[src/rtl/ttl_quad_pkg.sv]
// Shared phase encodings, direction codes and AB transition classification for the quadrature front end.
// Pure package: no latency, no flow control.
package ttl_quad_pkg;

  localparam logic [1:0] PH0 = 2'b00;
  localparam logic [1:0] PH1 = 2'b01;
  localparam logic [1:0] PH2 = 2'b11;
  localparam logic [1:0] PH3 = 2'b10;

  localparam logic DIR_UP = 1'b0;
  localparam logic DIR_DN = 1'b1;

  typedef enum logic [1:0] {
    TR_NONE = 2'd0,
    TR_FWD  = 2'd1,
    TR_REV  = 2'd2,
    TR_ILL  = 2'd3
  } trans_t;

  function automatic logic [1:0] fwd_next(input logic [1:0] ph);
    logic [1:0] nxt;
    case (ph)
      PH0:     nxt = PH1;
      PH1:     nxt = PH2;
      PH2:     nxt = PH3;
      default: nxt = PH0;
    endcase
    return nxt;
  endfunction

  // Anything that is neither a hold nor a single forward/reverse step is a double-bit change.
  function automatic trans_t classify(input logic [1:0] prev, input logic [1:0] cur);
    trans_t tr;
    if (cur == prev)                tr = TR_NONE;
    else if (cur == fwd_next(prev)) tr = TR_FWD;
    else if (prev == fwd_next(cur)) tr = TR_REV;
    else                            tr = TR_ILL;
    return tr;
  endfunction

endpackage

[src/rtl/ttl_sync_filter.sv]
// Synchronizer for one async pin, plus a stability filter when QUAD_GLITCH_FILTER_EN is defined.
// Latency SYNC_STAGES cycles (+FILTER_LEN with the filter); free-running, no backpressure.
module ttl_sync_filter #(
  parameter int SYNC_STAGES = 2,
  parameter int FILTER_LEN  = 4
) (
  input  logic clk,
  input  logic rst_n,
  input  logic din,
  output logic dout
);

  if (SYNC_STAGES < 2) begin : g_bad_sync
    $error("SYNC_STAGES must be at least 2");
  end
  if (FILTER_LEN < 1) begin : g_bad_filter
    $error("FILTER_LEN must be at least 1");
  end

  logic [SYNC_STAGES-1:0] sync;

  always_ff @(posedge clk or negedge rst_n) begin
    if (!rst_n) sync <= '0;
    else        sync <= {sync[SYNC_STAGES-2:0], din};
  end

`ifdef QUAD_GLITCH_FILTER_EN
  localparam int CW = $clog2(FILTER_LEN + 1);

  logic [CW-1:0] stable_cnt;
  logic          filt;

  // Counter tracks how long the synchronized value has disagreed with the accepted one.
  always_ff @(posedge clk or negedge rst_n) begin
    if (!rst_n) begin
      stable_cnt <= '0;
      filt       <= 1'b0;
    end else if (sync[SYNC_STAGES-1] == filt) begin
      stable_cnt <= '0;
    end else if (stable_cnt == CW'(FILTER_LEN - 1)) begin
      filt       <= sync[SYNC_STAGES-1];
      stable_cnt <= '0;
    end else begin
      stable_cnt <= stable_cnt + CW'(1);
    end
  end

  assign dout = filt;
`else
  assign dout = sync[SYNC_STAGES-1];
`endif

endmodule

[src/rtl/ttl_quad_count_driver.sv]
// x4 quadrature decoder producing SET/LD_n/CNT_n/UP_n strobes for a 10-bit up/down counter (filter: QUAD_GLITCH_FILTER_EN).
// Pin edge to CNT_n is SYNC_STAGES+1 cycles (+FILTER_LEN filtered); all outputs registered, no backpressure.
module ttl_quad_count_driver
  import ttl_quad_pkg::*;
#(
  parameter int SYNC_STAGES = 2,
  parameter int FILTER_LEN  = 4,
  parameter int ERR_W       = 8
) (
  input  logic             clk,
  input  logic             rst_n,
  input  logic             A,
  input  logic             B,
  input  logic             IDX,
  input  logic             idx_arm,
  input  logic             preset,
  input  logic             err_clr,
  output logic             SET,
  output logic             LD_n,
  output logic             CNT_n,
  output logic             UP_n,
  output logic             err,
  output logic [ERR_W-1:0] err_cnt
);

  logic       a_f;
  logic       b_f;
  logic       idx_f;
  logic [1:0] ab;
  logic [1:0] prev_ab;
  logic       prev_idx;
  logic       seeded;
  trans_t     tr;

  ttl_sync_filter #(.SYNC_STAGES(SYNC_STAGES), .FILTER_LEN(FILTER_LEN)) u_sync_a (
    .clk(clk), .rst_n(rst_n), .din(A), .dout(a_f)
  );
  ttl_sync_filter #(.SYNC_STAGES(SYNC_STAGES), .FILTER_LEN(FILTER_LEN)) u_sync_b (
    .clk(clk), .rst_n(rst_n), .din(B), .dout(b_f)
  );
  ttl_sync_filter #(.SYNC_STAGES(SYNC_STAGES), .FILTER_LEN(FILTER_LEN)) u_sync_idx (
    .clk(clk), .rst_n(rst_n), .din(IDX), .dout(idx_f)
  );

  assign ab = {a_f, b_f};
  assign tr = classify(prev_ab, ab);

  // The first cycle after release only captures the phase, so a reset never produces a count.
  always_ff @(posedge clk or negedge rst_n) begin
    if (!rst_n) begin
      seeded   <= 1'b0;
      prev_ab  <= PH0;
      prev_idx <= 1'b0;
      SET      <= 1'b0;
      LD_n     <= 1'b1;
      CNT_n    <= 1'b1;
      UP_n     <= DIR_UP;
    end else begin
      seeded   <= 1'b1;
      prev_ab  <= ab;
      prev_idx <= idx_f;
      SET      <= preset;
      LD_n     <= !(seeded && idx_f && !prev_idx && idx_arm);
      CNT_n    <= !(seeded && (tr == TR_FWD || tr == TR_REV));
      if (seeded && tr == TR_FWD)      UP_n <= DIR_UP;
      else if (seeded && tr == TR_REV) UP_n <= DIR_DN;
    end
  end

  always_ff @(posedge clk or negedge rst_n) begin
    if (!rst_n) begin
      err     <= 1'b0;
      err_cnt <= '0;
    end else if (err_clr) begin
      err     <= 1'b0;
      err_cnt <= '0;
    end else if (seeded && tr == TR_ILL) begin
      err <= 1'b1;
      if (err_cnt != {ERR_W{1'b1}}) err_cnt <= err_cnt + ERR_W'(1);
    end
  end

endmodule

[config.mk]
export PLATFORM = sky130hd
export DESIGN_NAME = ttl_quad_count_driver
export DESIGN_NICKNAME = d
export VERILOG_FILES = /design/src/rtl/ttl_quad_pkg.sv /design/src/rtl/ttl_sync_filter.sv /design/src/rtl/ttl_quad_count_driver.sv
export SDC_FILE = /design/constraint.sdc
export NUM_CORES = 1
export LEC_CHECK = 0
export BUFFER_PORTS_ARGS = -buffer_cell sky130_fd_sc_hd__buf_2
export CELL_PAD_IN_SITES_DETAIL_PLACEMENT = 2
export CELL_PAD_IN_SITES_GLOBAL_PLACEMENT = 2
export CORE_MARGIN = 10
export CORE_UTILIZATION = 36
export CTS_CLUSTER_DIAMETER = 40
export DETAILED_ROUTE_END_ITERATION = 12
export PLACE_DENSITY = 0.92
export SLEW_MARGIN = 20
export SYNTH_ARGS = -nofsm -noshare
export SYNTH_HDL_FRONTEND = slang
export SYNTH_SLANG_ARGS = --single-unit
[constraint.sdc]
create_clock -name clk -period 6.42 [get_ports clk]
set_clock_uncertainty 0.1 [all_clocks]
set_input_delay 1.284 -clock clk [delete_from_list [all_inputs] [get_ports clk]]
set_output_delay 1.284 -clock clk [all_outputs]
set_load 0.01 [all_outputs]
Yosys cells after proc, flatten, opt, wreduce, memory -nomap -nowiden
Index checks and enable logic that the tools add are counted.
Storage, ports and cells
  register bits: 23
  bits of input ports: 8
  output and inout bits: 13
  logic and storage cells: 56
Cells by class
  add/sub/neg operators: 1
  eq/ne operators: 11
  multiplexer cells: 15
  reduce and logical (&&, ||, !) cells: 17
Operator list (count)
  8-bit two-way mux: 3
  2-bit case mux with 3 select lines: 2
  2-bit two-way mux: 5
  8-bit by 1-bit adder with 8-bit output (second input constant): 1
  2-bit equality test (second input constant): 4
  8-bit inequality test (second input constant): 1
  1-bit logical AND: 7
  2-bit by 1-bit equality test with 1-bit output (second input constant): 3
  2-bit equality test: 3
  2-bit nonzero test: 3
  1-bit two-way mux: 5
  2-bit zero test: 2
  1-bit zero test: 3
  2-bit AND reduction: 1
  1-bit logical OR: 1

Longest topological paths before layout
Gate-level depths: netlist of the first run.
  depth in word-level cells: 14
  gate-level depth with buffers: 9
  depth with buffers taken out: 9

By module
A second synthesis of the first run with hierarchy kept.
Unflattened totals
  cell total of the unflattened synthesis: 87
  area total of the unflattened synthesis: 1022.2 sq um
By module, submodules not included
  ttl_quad_count_driver: instances 1, cells each 81, area each 872.1 sq um, seq. area each 427.9 sq um
  ttl_sync_filter: instances 3, cells each 2, area each 50.0 sq um, seq. area each 50.0 sq um

Worst setup path before layout of the first run
No wires, ideal clock.
  path type: reg-to-reg
  from: register prev_ab[1]
  to: register err_cnt[5]
  library setup time: 0.078 ns
  arrival: 1.856 ns
  required time: 6.242 ns
  path slack: 4.386 ns
  cell stages (with the launch flop): 9
  path buffers: 0
  clock period less this slack: 2.034 ns
  cell sequence: dfrtp_1 > nor2_1 > a21o_1 > o21ai_0 > ha_1 > and2_4 > nand4_4 > or4_1 > a21oi_1
On the way
  cells in the longest elaborated chain, start to end: 10
  elaborated cells between the ends (all ways): 15
  classes of those cells: eq/ne: 6; mux: 5; reduce/logical: 4
Ends and longest elaborated chain
  from (decl): RTL line ttl_quad_count_driver.sv:30  | logic [1:0] prev_ab;
  from (signal assigned): RTL line ttl_quad_count_driver.sv:52  | prev_ab <= PH0;
  from (signal assigned): RTL line ttl_quad_count_driver.sv:60  | prev_ab <= ab;
  2-bit equality test, or another cell as far along: RTL line ttl_quad_pkg.sv:22  | case (ph)
  2-bit case mux with 3 select lines: RTL line ttl_quad_pkg.sv:22
  2-bit two-way mux: RTL line ttl_quad_pkg.sv:34  | if (cur == prev) tr = TR_NONE;
  2-bit equality test: RTL line ttl_quad_pkg.sv:35  | else if (cur == fwd_next(prev)) tr = TR_FWD;
  2-bit two-way mux: RTL line ttl_quad_pkg.sv:35
  2-bit two-way mux *: RTL line ttl_quad_pkg.sv:34
  2-bit equality test *: RTL line ttl_quad_count_driver.sv:77  | end else if (seeded && tr == TR_ILL) begin
  1-bit logical AND *: RTL line ttl_quad_count_driver.sv:77
  2-bit nonzero test (no source line) *
  2-bit AND reduction (no source line) *
  to (signal assigned): RTL line ttl_quad_count_driver.sv:79  | if (err_cnt != {ERR_W{1'b1}}) err_cnt <= err_cnt + ERR_W'(1);
  to (decl): RTL line ttl_quad_count_driver.sv:23  | output logic [ERR_W-1:0] err_cnt
Every way passes the cells marked *; elsewhere a longest branch is shown, timed or not. The select of a mux whose other input is x is not followed.
A chain may end at the register's enable or synchronous reset.

Worst setup path after layout of the first run
  from: register err_cnt[3]
  to: output err_cnt[3]
No word-level cell between the ends.

==> results.cfg, run 1 <==
[final_layout]
nets = 114
area_growth_pct = 17.31
layout-drive-gt1-share_pct = 28.71
diodes = 0
final_core_util_pct = 44.44
n_fill_cell = 274

[setup_path]
cpMaxStageDelayCell = dfrtp_1
end_kind = output pin
crit_family = flip-flops
cp_data_required_time_ns = 5.04
path_max_fanout = 8
cpPeakStageDelay_ns = 0.50
crit_type = flip-flop to output pin
cp_cell_sequence = buf_2
crit_buf_inv = 1
critPathLaunchType = flip-flop
worstPathArrival_ns = 1.00

[logic_synthesis]
synth_edf_count = 0
async_reset_ff_share_pct = 100.0
syn_nets = 90
ys_ff_latch = 23
syn_area_per_cell_um2 = 12.14
synthesis.area_um2 = 947.2
yosys_warnings = 0
synth_top_area_share_pct = 55.48
synth_most_common_cell = dfrtp_1
synth_cells = 78
synth_largest_area_cell = dfrtp_1
yosysSeqAreaShare_pct = 61.03
synth_cell_types = 33
synth_ff_type = dfrtp_1
synthTopCellsByArea = dfrtp_1 55%, dfstp_2 5.5%, ha_1 5.3%
synthTopCellsByCount = 21 x dfrtp_1, 7 x a21oi_1, 6 x nor2_1, 5 x o21ai_0, 4 x ha_1

[route]
drc = 0
met1Wirelength_um = 947
met2_length_um = 1271
drt-total-wl_um = 2415
drt_iter0_drc = 9
vias = 698
wl_met3_um = 121
firstDrtPassIters = 4
viasPerCell = 5.328
dr.max_layer_used = met4
routedWlPerCell_um = 18.44
postRouteAntennaNets = 0

[clocking]
cts_tree = yes
clk_path_buf_depth = 2
postCtsSetupRepairBufs = 0
clk_pin_slew_ns = 0.14
h-tree-depth = 1
cts_resized = 0
cts.sinks = 23
hold_buffers = 0
numCtsBuffers = 3
cts-root-buf = clkbuf_4
clk_latency_ns = 0.32

[grt]
antenna_found_initial = 0
grt_pass1_vias = 808
overflow = 0
grt_max_degree = 24
grt_pass1_wl_um = 4126
grt_use_total_pct = 10.16

[pwr]
p_leak_nw = 0.5485
pwr-share-clk_pct = 28.3
swShare_pct = 26.07
intPower_w = 0.0001856
p_per_area_nw_per_um2 = 226.0
p_switching_w = 0.00006546
p_seq_share_pct = 62.6
pwr-share-comb_pct = 9.1
vdd_drop_max_v = 0.0001649

[floorplanning]
die_w_um = 71.30
core_area_um2 = 2500
die_area_um2 = 5083
initial_core_util_pct = 37.89
io_pins = 21
row_count = 18
die_h_um = 71.30

[timing]
fmax_mhz = 419.9
finalCritPeriodShare_pct = 37.09
slew_viol_final = 0
tightest_slew_ns = 0.5106
rsz0062_at_grt = false
max_slew_margin_pct = 65.96
timing.final.hold_violations = 0
setup_viol = 0
tns_ns = 0
fin_crit_ns = 2.381

[placement]
hpwl_um = 1896
portBuffers = 20
finalWeightedCongestion = 0.7404

[worst_hold_path]
min_path_type = flip-flop to flip-flop

[outcome]
status = finished, final reports clean

[run]
cap_violations = 0
kinds of logic (layout without fill, tap and decap cells):
kind of cell	count (synthesis)	after routing	synth area share (%)
fa+ha+maj	4	4	5.284
other cells	1	1	0.3959
flops	23	23	61.03
simple gates	24	24	16.12
xor+xnor	1	1	0.9249
compound gates	20	20	12.95
buf+inv	3	26	1.189
mux	2	2	2.114
layout by cell type, fill, tap and decap left out, drive strengths merged:
| cell | count |
|---|---|
| or4 | 1 |
| a21boi | 1 |
| nor2b | 3 |
| ha | 4 |
| a21oi | 7 |
| a311oi | 1 |
| conb | 1 |
| nand2 | 2 |
| buf | 20 |
| dfstp | 2 |
| and3 | 2 |
| o21a | 1 |
| o211ai | 1 |
| o41ai | 1 |
| nand3 | 2 |
| o21ai | 5 |
| dfrtp | 21 |
| and2 | 1 |
| or3 | 1 |
| or2b | 1 |
| and4 | 1 |
| clkinvlp | 1 |
| a21o | 1 |
| a211oi | 1 |
| mux2i | 2 |
| inv | 2 |
| nor2 | 6 |
| clkbuf | 3 |
| nor3 | 1 |
| nand4b | 1 |
| nand4 | 2 |
| o31ai | 1 |
| xor2 | 1 |
worst paths after layout:
kind,start,end,slack (ns),cells past startpoint
min reg2reg,u_sync_idx.sync[0],u_sync_idx.sync[1],0.27,0
max in group asynchronous,rst_n,CNT_n,5.05,1
min,u_sync_idx.sync[0],u_sync_idx.sync[1],0.27,0
max reg2reg,prev_ab[1],err_cnt[5],4.09,8
max,err_cnt[3],err_cnt[3],4.04,1
min in group asynchronous,rst_n,u_sync_idx.sync[0],0.80,1
stage by stage:
stage	worst slack (ns)	cell area [µm²]	power, W	cells	hold WS [ns]
CTS	4.035	1111	0.0002548	131	0.2683
floorplan	4.386	947.2	0.0001710	78	0.2312
global route	3.859	1111	0.0002679	131	0.2852
global placement	4.307	1081	0.0001816	127	0.2326
finish	4.039	1111	0.0002511	131	0.2656
detailed placement	4.121	1081	0.0001837	127	0.2364
flip-flops by register name, indices dropped and copies added, names as in the netlist:
signal,count
SET,1
u_sync_idx.sync,2
LD_n,1
UP_n,1
err_cnt,8
CNT_n,1
prev_idx,1
prev_ab,2
seeded,1
u_sync_b.sync,2
err,1
u_sync_a.sync,2
routing by layer:
metal	up-vias	global-route usage [%]
met5	-	0
met1	354	11.42
met2	15	17.06
li1	322	-
met4	0	4.946
met3	7	3.030
power by group through the flow:
| stage | sequential, W | clock (W) | combinational (W) |
|---|---|---|---|
| 3_3_place_gp | 0.000159 | 0 | 0.0000222 |
| 3_5_place_dp | 0.000160 | 0 | 0.0000236 |
| 2_1_floorplan | 0.000161 | 0 | 0.00000999 |
| 6_report | 0.000157 | 0.0000710 | 0.0000229 |
| 4_1_cts | 0.000158 | 0.0000734 | 0.0000239 |
| 5_1_grt | 0.000159 | 0.0000827 | 0.0000265 |
cell type report:
cell class / instances / area, µm² / share of cell area [%]
clock buffer: 3 / 22.52 / 2.027
clock inverter: 1 / 7.507 / 0.6757
inverter: 2 / 7.507 / 0.6757
multi-input combinational: 52 / 357.8 / 32.21
sequential: 23 / 578.1 / 52.03
tap: 30 / 37.54 / 3.378
timing repair buffer: 20 / 100.1 / 9.009
No activity file was read; power rests on OpenSTA's default activity.
==> run 2, diff against run 1 <==
--- a/config.mk
+++ b/config.mk
@@ -9,10 +9,10 @@
 export CELL_PAD_IN_SITES_DETAIL_PLACEMENT = 2
 export CELL_PAD_IN_SITES_GLOBAL_PLACEMENT = 2
 export CORE_MARGIN = 10
-export CORE_UTILIZATION = 36
+export CORE_UTILIZATION = 33
 export CTS_CLUSTER_DIAMETER = 40
 export DETAILED_ROUTE_END_ITERATION = 12
-export PLACE_DENSITY = 0.92
+export PLACE_DENSITY = 0.86
 export SLEW_MARGIN = 20
 export SYNTH_ARGS = -nofsm -noshare
 export SYNTH_HDL_FRONTEND = slang
==> constraint.sdc (replaced) <==
create_clock -name clk -period 2.47 [get_ports clk]
set_clock_uncertainty 0.1 [all_clocks]
set_input_delay 0.494 -clock clk [delete_from_list [all_inputs] [get_ports clk]]
set_output_delay 0.494 -clock clk [all_outputs]
set_load 0.01 [all_outputs]
==> run 2 against run 1 <==
Effect of this change:
- final cell count is 0.76% higher
- combinational power grew to 2.6 times the previous value
- via count is 1.9% lower
- final area is 0.11% lower
- first-iteration DRC count stayed put
- sequential share of layout area is 0.059 points higher
- hold slack worse by 0.23 ns
- total power grew to 2.6 times the previous value
- utilization is 4.2 points lower
- critical path type is now flip-flop to flip-flop
- largest power group unchanged
- highest routed layer unchanged
==> results.cfg, run 2 (synthesized netlist as in run 1, its figures left out) <==
[outcome]
status = finished, final reports clean

[clocking]
clk_path_buf_depth = 2
cts_tree = yes
h-tree-depth = 1
numCtsBuffers = 3
cts.sinks = 23
clk_pin_slew_ns = 0.13
cts-root-buf = clkbuf_4
clk_latency_ns = 0.31
postCtsSetupRepairBufs = 0

[route]
drt_iter0_drc = 9
vias = 685
drc = 0
postRouteAntennaNets = 0
firstDrtPassIters = 4
viasPerCell = 5.189
routedWlPerCell_um = 17.75
drt-total-wl_um = 2343

[placement]
placed_area_um2 = 1082
portBuffers = 20
finalWeightedCongestion = 0.8566
hpwl_um = 1811

[final_layout]
most-common-layout-cells = 21 x dfrtp_1, 20 x buf_2, 7 x a21oi_1
diodes = 0
nets = 114
final_common_cell = dfrtp_1
area_growth_pct = 17.17
largest_reg_flops = 8
layout-drive-gt1-share_pct = 28.71
largest_register = err_cnt
design_area_um2 = 1110

[pwr]
swShare_pct = 25.48
p_switching_w = 0.0001644
p_per_area_nw_per_um2 = 581.3
p_leak_nw = 0.5523
intPower_w = 0.0004808
pwr-share-clk_pct = 27.4
vdd_drop_max_v = 0.0003241
p_seq_share_pct = 63.4
pwr-share-comb_pct = 9.2

[timing]
setup_viol = 0
rsz0062_at_grt = false
fmax_mhz = 456.9
tightest_slew_ns = 0.5239
tns_ns = 0
timing.final.hold_violations = 0
finalCritPeriodShare_pct = 88.61
max_slew_margin_pct = 65.07
fin_crit_ns = 2.189
slew_viol_final = 0

[floorplanning]
die_h_um = 73.58
core_area_um2 = 2758
die_w_um = 73.58
io_pins = 21
row_count = 19
die_area_um2 = 5413
initial_core_util_pct = 34.35

[setup_path]
worstPathArrival_ns = 2.33
path_max_fanout = 6
critPathLaunchType = flip-flop
crit_type = flip-flop to flip-flop
cp_data_required_time_ns = 2.61
end_kind = flip-flop

[worst_hold_path]
min_path_type = input port to async pin

[grt]
grt_max_degree = 24
grt_pass1_wl_um = 4015
overflow = 0
grt_use_total_pct = 9.486
grt_pass1_vias = 821
antenna_found_initial = 0

[run]
cap_violations = 0
==> run 2: final cells by class <==
cell class	instances	area, µm²
Fill cell	297	1648
Sequential cell	23	578.1
Multi-Input combinational cell	52	357.8
Timing Repair Buffer	20	100.1
Tap cell	31	38.79
Clock buffer	3	22.52
Inverter	2	7.507
Clock inverter	1	5.005
==> run 2: layer usage <==
| layer | up-vias | track usage (%) | wire length, µm |
|---|---|---|---|
| met3 | 2 | 4.711 | 188 |
| met1 | 341 | 9.793 | 885 |
| li1 | 324 | - | - |
| met5 | - | 0 | 0 |
| met2 | 18 | 16.86 | 1260 |
| met4 | 0 | 1.863 | 9 |
==> run 2: power groups by stage <==
stage	Combinational, W	Sequential [W]	Clock (W)
final	0.0000594	0.000409	0.000177
after global routing	0.0000697	0.000412	0.000208
after CTS	0.0000627	0.000409	0.000187
after detailed placement	0.0000626	0.000417	0
after global placement	0.0000580	0.000415	0
after floorplan	0.0000260	0.000418	0
==> run 2: critical path, stage by stage (launching register included) <==
cell and delay [ns]:
dfrtp_1 0.46, nor2_1 0.09, a21o_1 0.15, o21ai_1 0.23, ha_1 0.19, and2_4 0.17
nand4_4 0.14, or4_1 0.42, a21oi_1 0.16
==> run 2: through the flow <==
| stage | cells | hold slack [ns] | setup WS [ns] | util, % | power (W) |
|---|---|---|---|---|---|
| global placement | 128 | 0.2343 | 0.3368 | 39.25 | 0.0004726 |
| CTS | 132 | 0.04649 | 0.1466 | 40.25 | 0.0006595 |
| global route | 132 | 0.04666 | 0.1245 | 40.25 | 0.0006894 |
| detailed placement | 128 | 0.2356 | 0.1827 | 39.25 | 0.0004791 |
| floorplan | 78 | 0.09841 | 0.4362 | - | 0.0004444 |
| finish | 132 | 0.03698 | 0.2814 | 40.25 | 0.0006451 |
==> run 2: path summary, 6_finish.rpt <==
path / startpoint / to / slack, ns / cells after the start
max reg2reg: prev_ab[1] / err_cnt[5] / 0.28 / 8
min in group clk: preset / SET / 0.18 / 1
min: rst_n / u_sync_idx.sync[0] / 0.04 / 1
max in group asynchronous: rst_n / CNT_n / 1.86 / 1
min reg2reg: u_sync_b.sync[0] / u_sync_b.sync[1] / 0.27 / 0
max: prev_ab[1] / err_cnt[5] / 0.28 / 8
==> run 2: what timing repair did <==
action                                  CTS  global route
endpoints found under the setup margin    0             1
resized for setup                         0             1
hold endpoints to repair                  0             0
hold buffers                              0             0
